### src/rtl/imem_arbiter.sv
// Per-cycle arbiter sharing the single-port instruction memory between the IFU and the program loader.
// Optional loader anti-starvation counter is enabled by defining IMEM_ARB_STARVE_EN.
module imem_arbiter #(
    parameter int unsigned ADDR_WIDTH = 8,
    parameter int unsigned DATA_WIDTH = 128,
    parameter int unsigned STARVE_MAX = 4
) (
    input  logic                  clk,
    input  logic                  rst_n,

    input  logic                  ifu_req,
    input  logic [ADDR_WIDTH-1:0] ifu_addr,
    output logic                  ifu_gnt,
    output logic                  ifu_rd_vld,
    output logic [DATA_WIDTH-1:0] ifu_rd_data,

    input  logic                  ld_lock,
    input  logic                  ld_vld,
    input  logic                  ld_we,
    input  logic [ADDR_WIDTH-1:0] ld_addr,
    input  logic [DATA_WIDTH-1:0] ld_wdata,
    output logic                  ld_rdy,
    output logic                  ld_rd_vld,
    output logic [DATA_WIDTH-1:0] ld_rd_data,
    output logic                  ld_done,
    output logic [ADDR_WIDTH:0]   ld_cnt,

    output logic                  mem_ce,
    output logic                  mem_we,
    output logic [ADDR_WIDTH-1:0] mem_addr,
    output logic [DATA_WIDTH-1:0] mem_din,
    input  logic [DATA_WIDTH-1:0] mem_dout
);

    typedef enum logic {
        RUN  = 1'b0,
        LOAD = 1'b1
    } state_t;

    localparam logic [ADDR_WIDTH:0] CNT_MAX = {1'b1, {ADDR_WIDTH{1'b0}}};

    state_t                state_q,      state_d;
    logic                  ifu_rd_vld_q, ifu_rd_vld_d;
    logic                  ld_rd_vld_q,  ld_rd_vld_d;
    logic                  ld_done_q,    ld_done_d;
    logic [ADDR_WIDTH:0]   ld_cnt_q,     ld_cnt_d;

    logic                  ifu_win;
    logic                  ld_win;
    logic                  force_ld;

`ifdef IMEM_ARB_STARVE_EN
    localparam int unsigned          STARVE_W   = $clog2(STARVE_MAX + 1);
    localparam logic [STARVE_W-1:0]  STARVE_LIM = STARVE_W'(STARVE_MAX);

    logic [STARVE_W-1:0] starve_q, starve_d;

    always_comb begin
        force_ld = (state_q == RUN) && ifu_req && ld_vld && (starve_q == STARVE_LIM);
    end

    // Counts IFU wins taken from a waiting loader; any idle loader cycle forgives the debt.
    always_comb begin
        starve_d = starve_q;
        if (!ld_vld || ld_win) begin
            starve_d = '0;
        end else if (ifu_win) begin
            starve_d = starve_q + 1'b1;
        end
    end

    always_ff @(posedge clk) begin
        if (!rst_n) begin
            starve_q <= '0;
        end else begin
            starve_q <= starve_d;
        end
    end
`else
    always_comb begin
        force_ld = 1'b0;
    end
`endif

    always_comb begin
        ifu_win = 1'b0;
        ld_win  = 1'b0;
        if (rst_n) begin
            if (state_q == LOAD) begin
                ld_win = ld_vld;
            end else begin
                ifu_win = ifu_req && !force_ld;
                ld_win  = ld_vld && (!ifu_req || force_ld);
            end
        end
    end

    always_comb begin
        mem_ce   = ifu_win || ld_win;
        mem_we   = ld_win && ld_we;
        mem_addr = '0;
        mem_din  = '0;
        if (ifu_win) begin
            mem_addr = ifu_addr;
        end else if (ld_win) begin
            mem_addr = ld_addr;
            mem_din  = ld_wdata;
        end
    end

    always_comb begin
        state_d      = ld_lock ? LOAD : RUN;
        ifu_rd_vld_d = ifu_win;
        ld_rd_vld_d  = ld_win && !ld_we;
        ld_done_d    = (state_q == LOAD) && !ld_lock;

        ld_cnt_d = ld_cnt_q;
        if (state_q == RUN) begin
            if (ld_lock) begin
                ld_cnt_d = '0;
            end
        end else if (ld_win && ld_we && (ld_cnt_q != CNT_MAX)) begin
            ld_cnt_d = ld_cnt_q + 1'b1;
        end
    end

    always_ff @(posedge clk) begin
        if (!rst_n) begin
            state_q      <= RUN;
            ifu_rd_vld_q <= 1'b0;
            ld_rd_vld_q  <= 1'b0;
            ld_done_q    <= 1'b0;
            ld_cnt_q     <= '0;
        end else begin
            state_q      <= state_d;
            ifu_rd_vld_q <= ifu_rd_vld_d;
            ld_rd_vld_q  <= ld_rd_vld_d;
            ld_done_q    <= ld_done_d;
            ld_cnt_q     <= ld_cnt_d;
        end
    end

    always_comb begin
        ifu_gnt     = ifu_win;
        ld_rdy      = ld_win;
        ifu_rd_vld  = ifu_rd_vld_q;
        ld_rd_vld   = ld_rd_vld_q;
        ld_done     = ld_done_q;
        ld_cnt      = ld_cnt_q;
        ifu_rd_data = ifu_rd_vld_q ? mem_dout : '0;
        ld_rd_data  = ld_rd_vld_q  ? mem_dout : '0;
    end

endmodule

### config.mk
export PLATFORM = sky130hd
export DESIGN_NAME = imem_arbiter
export DESIGN_NICKNAME = d
export VERILOG_FILES = /design/src/rtl/imem_arbiter.sv
export SDC_FILE = /design/constraint.sdc
export NUM_CORES = 1
export LEC_CHECK = 0
export BUFFER_PORTS_ARGS = -buffer_cell sky130_fd_sc_hd__buf_2
export CAP_MARGIN = 20
export CORE_AREA = 10 10 257 259
export DETAILED_ROUTE_END_ITERATION = 10
export DIE_AREA = 0 0 267 269
export HOLD_SLACK_MARGIN = 0.08
export PLACE_DENSITY_LB_ADDON = 0.08
export SLEW_MARGIN = 20
export SYNTH_ARGS = -nofsm -noshare
export SYNTH_HDL_FRONTEND = slang
export SYNTH_SLANG_ARGS = --single-unit
### constraint.sdc
create_clock -name clk -period 2.32 [get_ports clk]
set_clock_uncertainty 0.15 [all_clocks]
set_input_delay 0.58 -clock clk [delete_from_list [all_inputs] [get_ports clk]]
set_output_delay 0.58 -clock clk [all_outputs]
set_load 0.02 [all_outputs]
==> summary.txt, run 1 <==
Initial DRT Pass Iterations: 4
clk root buf: clkbuf_16
Starting Density: 0.0552
CP Launch Type: primary input
Max Root-Sink Buffers: 2
total CTS buffers: 3
clk slew on worst S/H paths: 0.05 ns
CP max FO: 6
TritonCTS clock tree: built
remaining antenna violation count: 0
DRC viols: 0
maxcap violations: 0
row cnt: 91
Synth cell types: 32
WHS Path Cells: 1
failing checks: setup timing
Via density: 3.11
CP Depth: 8
power per cell area: 208 nW/um^2
Clock Latency Late Sink: 0.25 ns
unrepaired setup endpoints after global routing: yes
Synth Register Bits: 13
design area: 9390 um^2
Worst Path Arrival: 1.62 ns
# H-tree levels: 1
Area Overhead vs Synth: 179%
crit path time final: 2.35 ns
placed inst area: 7870 um^2
period utilization: 1.01
WP buf/inv: 5
Final Hold Viols: 0
largest net degree at the start of global routing: 67
relative slew slack: 0.736
status: finished with violations
CP max stage delay: 0.22 ns
1st-iter DRT viols: 151
peak supply drop: 0.164 mV
hold_buf cts: 0
overall die height: 269 um
dpl ws: -0.377 ns
Top cell by count, worst path: buf_12
total gr overflow: 0
async set-reset flop share out of synthesis: 0
Post-DP HPWL: 39300 um
# fillers: 7103
CP cell instances: buf_6 > nor2b_4 > nor2_4 > buf_12 > buf_12 > buf_12 > a22o_1 > buf_6
final setup vio count: 34
average size of a mapped cell: 6.52 um^2
Mapped Area: 3370 um^2
Mapped Nets: 797
most frequent cell after synthesis: and2_1
worst min path class: flip-flop to flip-flop
Syn Inst Count: 517
EDFF count, synth: 0
CP endpoint kind: output pin
setup_tns: -0.246 ns
post-synth top area cell: and2_1
share of cells above drive strength 1: 0.695
# clock sinks: 13
setup ws final: -0.0255 ns
Most used DFF post-synth: dfxtp_1
die width: 267 um
via count of the first global-routing pass: 6682
register area share after synthesis: 0.0772
f_max: 426 MHz
Avg WL per Cell: 21.9 um
vias: 6202
# port buffers: 685
crit-path leading delay family: buffers and inverters
required time of the critical path: 1.59 ns
top cells by area, synth: and2_1 72%, dfxtp_1 7.7%, clkbuf_1 4.7%
Crit Path Class: primary input to output pin
Slew Limit Fails: 0
core area: 61000 um^2
Die ar.: 71800 um^2
Worst Max-Slew Pin Slew: 0.395 ns
Synth top cells by count: 389 x and2_1, 42 x clkbuf_1, 13 x dfxtp_1
Ys Warns: 0
Final nets: 1478
I/O pin count: 686
gpl congestion: 0.788
cells on worst reg2reg path: 7
antenna violations before repair: 32
overall routed net length: 43800 um
crit path max-delay cell type: a22o_1
Leak: 5.30 nW
first-pass GRT wire length: 55300 um
GRT Util Overall: 0.109
share of the synthesized area in the top cell type: 0.722
[power by group]
part	switching, mW	total (mW)	internal, mW	leakage, nW
registers	0.00638	0.232	0.226	0.107
clock network	0.120	0.351	0.231	0.0409
logic	0.729	1.37	0.639	5.15
[metrics by stage]
| stage | std cells | hold slack (ns) | power, mW | util |
|---|---|---|---|---|
| finish | 1995 | 0.396 | 1.95 | 0.154 |
| global route | 1990 | 0.433 | 2.07 | 0.154 |
| CTS | 1983 | 0.407 | 1.94 | 0.146 |
| detailed placement | 1967 | 0.401 | 1.41 | 0.129 |
| global placement | 1967 | 0.398 | 1.41 | 0.129 |
| floorplan | 517 | 0.397 | 0.745 | - |
[path summary, 6_finish.rpt]
kind / startpoint / slack [ns] / end
setup / recovery: ifu_req / -0.03 / mem_addr[4]
hold / removal: ld_cnt[2] / 0.40 / ld_cnt[2]
setup reg to reg: ld_cnt[0] / 0.46 / ld_cnt[3]
hold reg to reg: ld_cnt[2] / 0.40 / ld_cnt[2]
[cells by family after synthesis]
family	count (synthesis)	share of synthesized area
AND/OR/NAND/NOR	427	0.787
buffers and inverters	51	0.0646
AO/OA/AOI/OAI	20	0.0516
flip-flops	13	0.0772
multiplexers	4	0.0122
adder cells (fa/ha/maj)	2	0.00742
[flip-flops by register name, summed over array words and instances (netlist names)]
register    flops
ld_cnt          9
ifu_rd_vld      1
ld_done         1
ld_rd_vld       1
state_q         1
[routing by layer]
layer / wire length, um / global-route usage / vias to the layer above
met4: 1090 / 0.0223 / 24
met2: 25100 / 0.233 / 440
li1: - / - / 2956
met3: 5530 / 0.0547 / 67
met5: 186 / 0 / -
met1: 11900 / 0.0829 / 2715
[cell type report]
class | instances | area, um^2 | share of cell area
Timing Repair Buffer | 725 | 4880 | 0.520
Multi-Input combinational cell | 453 | 3150 | 0.335
Tap cell | 790 | 988 | 0.105
Sequential cell | 13 | 269 | 0.0286
Clock buffer | 3 | 75.1 | 0.00799
Antenna cell | 8 | 20.0 | 0.00213
Inverter | 2 | 7.51 | 0.000799
Clock inverter | 1 | 5.00 | 0.000533
[what timing repair did]
| item | CTS | global route |
|---|---|---|
| endpoints found under the setup margin | 133 | 110 |
| gates resized for setup | 255 | 122 |
| pin swaps | 4 | 32 |
| setup buffers | 7 | 0 |
| gates cloned | 6 | 5 |
[cell usage in the layout (no fill, tap or decap), types with 2 or more instances in the layout]
master,n
nor4b_2,2
a21o_1,2
dfxtp_1,10
a22o_1,8
nand2b_1,3
and2_4,92
buf_16,7
and3_1,4
nand2_1,10
nand4_1,3
nand3_1,5
ha_1,2
and2_1,297
mux2i_1,3
buf_12,9
diode_2,8
o311ai_1,2
buf_2,549
clkbuf_16,7
dfxtp_4,2
inv_1,2
buf_4,26
nor2b_1,2
nor2_1,2
buf_6,130
o31ai_1,2
Note: power is estimated with default switching activity, not from simulation.
==> run 2, diff against run 1 <==
Settings changed: PLACE_DENSITY from default to 0.31, PLACE_DENSITY_LB_ADDON 0.08 to default.
==> run 2 against run 1 <==
Compared with the run above: the flow still finishes with violations (setup timing); count of clock-buffer cells in the layout rose by 1; critical path type unchanged; critical path depth fell by 1; highest routed layer unchanged; largest cell class unchanged; cell count fell by 0.25%; sequential share of layout area rose by 0.26 points; wire length fell by 1.8%; cell area fell by 8.4%; combinational power fell by 9%.
==> summary.txt, run 2 (synthesis results as in run 1) <==
f_max: 431 MHz (+1.1%)
gpl congestion: 0.912 (+16%)
Final Hold Viols: 0 (unchanged)
status: finished with violations
DRC viols: 0 (unchanged)
Final nets: 1469 (-0.61%)
relative slew slack: 0.716 (-0.0200)
Slew Limit Fails: 0 (unchanged)
Worst Max-Slew Pin Slew: 0.426 ns (+0.0311 ns)
Via density: 3.17 (+2.0%)
placed inst area: 7830 um^2 (-0.57%)
largest net degree at the start of global routing: 109 (+63%)
period utilization: 1.00 (-0.0108)
Cell Count, Final, Fillers Out: 1990 (-0.25%)
remaining antenna violation count: 0 (unchanged)
final setup vio count: 1 (-97%)
vias: 6310 (+1.7%)
dpl ws: -0.208 ns (+0.169 ns)
CP Launch Type: primary input
via count of the first global-routing pass: 6446 (-3.5%)
# clock sinks: 13 (unchanged)
hold_buf cts: 0 (unchanged)
clk root buf: clkbuf_16
unrepaired setup endpoints after global routing: yes
Avg WL per Cell: 21.6 um (-1.6%)
maxcap violations: 0 (unchanged)
crit path time final: 2.32 ns (-0.0250 ns)
required time of the critical path: 1.59 ns (about the same)
overall routed net length: 43000 um (-1.8%)
overall die height: 269 um (unchanged)
core area: 61000 um^2 (unchanged)
flip-flop count of the largest register after layout: 9 (unchanged)
GRT Util Overall: 0.106 (-0.00314)
total CTS buffers: 3 (unchanged)
Leak: 5.02 nW (-5.2%)
Crit Path Class: primary input to output pin
# H-tree levels: 1 (unchanged)
design area: 8600 um^2 (-8.4%)
power per cell area: 211 nW/um^2 (+1.7%)
first-pass GRT wire length: 53800 um (-2.7%)
1st-iter DRT viols: 237 (+57%)
# port buffers: 685 (unchanged)
Clock Latency Late Sink: 0.24 ns (about the same)
Starting Density: 0.0552 (unchanged)
Initial DRT Pass Iterations: 7 (+3)
total gr overflow: 0 (unchanged)
most common cell after layout, fill and taps aside: buf_2
die width: 267 um (unchanged)
worst min path class: flip-flop to flip-flop
share of cells above drive strength 1: 0.634 (-0.0612)
Inst Count DP: 1964 (-0.15%)
I/O pin count: 686 (unchanged)
Max Root-Sink Buffers: 2 (unchanged)
peak supply drop: 0.168 mV (+2.0%)
final core occ: 0.141 (-0.0130)
Worst Path Arrival: 1.59 ns (-0.03 ns)
row cnt: 91 (unchanged)
commonest cells after routing, fill and taps aside: 570 x buf_2, 366 x and2_1, 106 x buf_4
clk slew on worst S/H paths: 0.05 ns (about the same)
Post-DP HPWL: 38600 um (-1.9%)
antenna violations before repair: 33 (+3.1%)
CP endpoint kind: output pin
CP max FO: 20 (+14)
setup ws final: -0.000519 ns (+0.0250 ns)
Area Overhead vs Synth: 155%
TritonCTS clock tree: built
failing checks: setup timing
Die ar.: 71800 um^2 (unchanged)
-- run 2: changes by cell type in the layout (fill, tap and decap cells not counted), sizes merged --
| cell | previous run | this run |
|---|---|---|
| diode | 8 | 12 |
| buf | 721 | 713 |
| clkinv | 1 | 0 |
-- run 2: final cells by class --
class	instances	area [um^2]
sequential	13	269
tap	790	988
timing repair buffer	716	4250
multi-input combinational	453	2970
antenna	12	30.0
clock buffer	4	78.8
inverter	2	7.51
fill	7154	52400
-- run 2: path summary, 6_finish.rpt --
kind / from / end / slack (ns) / cells after the start
worst max-delay path: ifu_req / mem_din[69] / -0.0005 / 7
worst min-delay path: ld_cnt[8] / ld_cnt[8] / 0.35 / 1
worst max register to register: state_q / ld_cnt[2] / 0.52 / 5
worst min register to register: ld_cnt[8] / ld_cnt[8] / 0.35 / 1
-- run 2: routing by layer --
metal,vias to the layer above,part of all wire,global-route usage
met3,61,0.12,0.0441
met2,511,0.52,0.208
li1,2945,-,-
met5,-,0.0031,0
met1,2773,0.34,0.104
met4,20,0.013,0.0114
-- run 2: timing repair --
item | in CTS | in global routing
pin swaps | 1 | 2
buffers inserted | 4 | 1
resized for setup | 111 | 72
endpoints found under the setup margin | 139 | 88
gates cloned | 4 | 3
-- run 2: worst max-delay path, stage by stage --
cell and delay [ns]:
buf_6 0.09, nor2b_4 0.12, nor2_4 0.13, buf_12 0.16, buf_16 0.16, and2_1 0.17
buf_4 0.16
-- run 2: power breakdown --
group          switching (mW)  leakage, nW  internal (mW)
logic                   0.712         4.88          0.540
registers              0.0110        0.107          0.226
clock network          0.0972       0.0382          0.232
total                   0.820         5.02          0.998
-- run 2: per-stage QoR --
| step | TNS (ns) | total power, mW | hold slack (ns) |
|---|---|---|---|
| after floorplan | 0 | 0.745 | 0.397 |
| after global placement | -18.17 | 1.40 | 0.354 |
| after detailed placement | -18.43 | 1.40 | 0.355 |
| after CTS | -0.266 | 1.83 | 0.363 |
| after global routing | -0.323 | 1.93 | 0.399 |
| final | -0.000519 | 1.82 | 0.354 |
==> run 3, diff against run 2 <==
Settings changed: SKIP_LAST_GASP from default to 1.
==> run 3 against run 2 <==
Compared with the run above: the run still ends with setup timing left; wire length grew 0.43%; register-to-register slack is essentially flat; die area is the same; flip-flop and latch count is the same; sequential power is essentially flat; worst setup slack lost 0.018 ns; worst hold slack is essentially flat; critical path type unchanged.
==> summary.txt, run 3 (synthesis results as in run 1) <==
status: finished with violations
failing checks: setup timing
CP Launch Type: primary input
core area: 61000 um^2 (unchanged)
I/O pin count: 686 (unchanged)
period utilization: 1.01 (+0.00764)
Worst Path Arrival: 1.61 ns (+0.02 ns)
share of cells above drive strength 1: 0.628 (-0.00611)
Sequential Power Share: 0.130 (about the same)
Leak: 5.03 nW (+0.11%)
Avg WL per Cell: 21.7 um (+0.48%)
# port buffers: 685 (unchanged)
R2R Setup Slk: 0.51 ns (about the same)
Post-DP HPWL: 38600 um (unchanged)
dpl ws: -0.208 ns (unchanged)
# fillers: 7159 (+0.070%)
worst min path class: flip-flop to flip-flop
Via density: 3.19 (+0.48%)
Hold Path End: ld_cnt[8]
row cnt: 91 (unchanged)
vias: 6337 (+0.43%)
Cell Count, Final, Fillers Out: 1989 (-0.050%)
overall routed net length: 43200 um (+0.43%)
setup ws final: -0.0182 ns (-0.0177 ns)
Max Root-Sink Buffers: 2 (unchanged)
overall die height: 269 um (unchanged)
Final nets: 1471 (+0.14%)
Top cell by count, worst path: buf_6
CP cell instances: buf_6 > nor2b_4 > nor2_4 > buf_8 > buf_12 > buf_16 > and2_1 > buf_6
commonest cells after routing, fill and taps aside: 585 x buf_2, 374 x and2_1, 91 x buf_4
area of the multi-input gates: 2950 um^2 (-0.67%)
crit path time final: 2.34 ns (+0.0177 ns)
Hold Crit Start: ld_cnt[8]
# H-tree levels: 1 (unchanged)
Worst R2R End: ld_cnt[2]
final setup vio count: 10 (+9)
Final Hold Viols: 0 (unchanged)
Inst Count DP: 1964 (unchanged)
Initial DRT Pass Iterations: 5 (-2)
GRT Util Overall: 0.106 (about the same)
remaining antenna violation count: 0 (unchanged)
Area Overhead vs Synth: 154%
TritonCTS clock tree: built
design area: 8580 um^2 (-0.28%)
final core occ: 0.141 (-0.000389)
Worst Max-Slew Pin Slew: 0.418 ns (-0.00791 ns)
CP endpoint kind: output pin
crit path max-delay cell type: buf_8
Die ar.: 71800 um^2 (unchanged)
placed inst area: 7830 um^2 (unchanged)
peak supply drop: 0.168 mV (about the same)
Clock Latency Late Sink: 0.24 ns (about the same)
maxcap violations: 0 (unchanged)
1st-iter DRT viols: 251 (+5.9%)
most common cell after layout, fill and taps aside: buf_2
# clock sinks: 13 (unchanged)
CP max stage delay: 0.16 ns (about the same)
largest net degree at the start of global routing: 109 (unchanged)
total gr overflow: 0 (unchanged)
Slew Limit Fails: 0 (unchanged)
flip-flop count of the largest register after layout: 9 (unchanged)
Crit Path Class: primary input to output pin
die width: 267 um (unchanged)
Logic pwr share: 0.689 (about the same)
required time of the critical path: 1.59 ns (about the same)
unrepaired setup endpoints after global routing: yes
WHS Path Cells: 1 (unchanged)
relative slew slack: 0.721 (+0.00527)
Int Pwr: 0.997 mW (-0.19%)
clk slew on worst S/H paths: 0.05 ns (about the same)
P_sw: 0.825 mW (+0.54%)
cells on worst reg2reg path: 5 (unchanged)
Starting Density: 0.0552 (unchanged)
antenna violations before repair: 34 (+3.0%)
power per cell area: 212 nW/um^2 (+0.42%)
gpl congestion: 0.912 (unchanged)
R2R Path Start: state_q
via count of the first global-routing pass: 6440 (-0.093%)
clk root buf: clkbuf_16
flip-flop and latch area: 269 um^2 (unchanged)
f_max: 428 MHz (-0.76%)
Clk pwr share: 0.181 (about the same)
Switching Fraction: 0.453 (+0.00181)
total CTS buffers: 3 (unchanged)
first-pass GRT wire length: 53800 um (about the same)
DRC viols: 0 (unchanged)
CP max FO: 13 (-35%)
-- run 3: cell types whose count changed in the layout (fill, tap and decap cells not counted), sizes merged --
cell	change
clkbuf	+2
diode	-3
-- run 3: critical path, delay by kind of cell --
family,cells,cell delay (ns)
and+or+nand+nor,3,0.41
buffers and inverters,5,0.61
-- run 3: per-stage QoR --
stage	setup TNS (ns)	total power [mW]	hold WS, ns
CTS	-0.856	1.83	0.363
finish	-0.0683	1.82	0.353
detailed placement	-18.43	1.40	0.355
global placement	-18.17	1.40	0.354
floorplan	0	0.745	0.397
global route	-1.31	1.93	0.399
-- run 3: metal layers --
layer | track usage | vias to the layer above | routed length, um
met2 | 0.208 | 493 | 22500
met4 | 0.0114 | 20 | 568
met5 | 0 | - | 132
met3 | 0.0441 | 61 | 4820
met1 | 0.104 | 2822 | 15100
li1 | - | 2941 | -
-- run 3: worst max path at each step --
stage | startpoint | to | slack [ns] | cells after the start
2_1_floorplan | rst_n | mem_din[100] | 0.02 | 6
3_3_place_gp | ifu_req | mem_addr[6] | -0.19 | 6
3_5_place_dp | ifu_req | mem_din[42] | -0.21 | 8
4_1_cts | ifu_req | mem_din[111] | -0.05 | 7
5_1_grt | ifu_req | mem_din[38] | -0.05 | 8
6_report | ifu_req | mem_din[109] | -0.02 | 8
-- run 3: timing repair --
| action | CTS | global route |
|---|---|---|
| gates cloned | 4 | 4 |
| hold buffers | 0 | 0 |
| resized for setup | 106 | 49 |
| pin swaps | 1 | 4 |
| endpoints found under the setup margin | 139 | 96 |
| buffers inserted | 4 | 2 |
-- run 3: power groups by stage --
stage | clock network [mW] | logic [mW] | registers (mW)
4_1_cts | 0.341 | 1.25 | 0.237
2_1_floorplan | 0 | 0.510 | 0.236
3_3_place_gp | 0 | 1.16 | 0.242
3_5_place_dp | 0 | 1.16 | 0.241
6_report | 0.330 | 1.25 | 0.237
5_1_grt | 0.351 | 1.34 | 0.238
-- run 3: final cells by class --
class | instances | share of cell area
clock buffers | 4 | 0.00919
flip-flops and latches | 13 | 0.0314
repair buffers | 718 | 0.496
diodes | 9 | 0.00263
inverters | 2 | 0.000875
multi-input cells | 453 | 0.344
well taps | 790 | 0.115
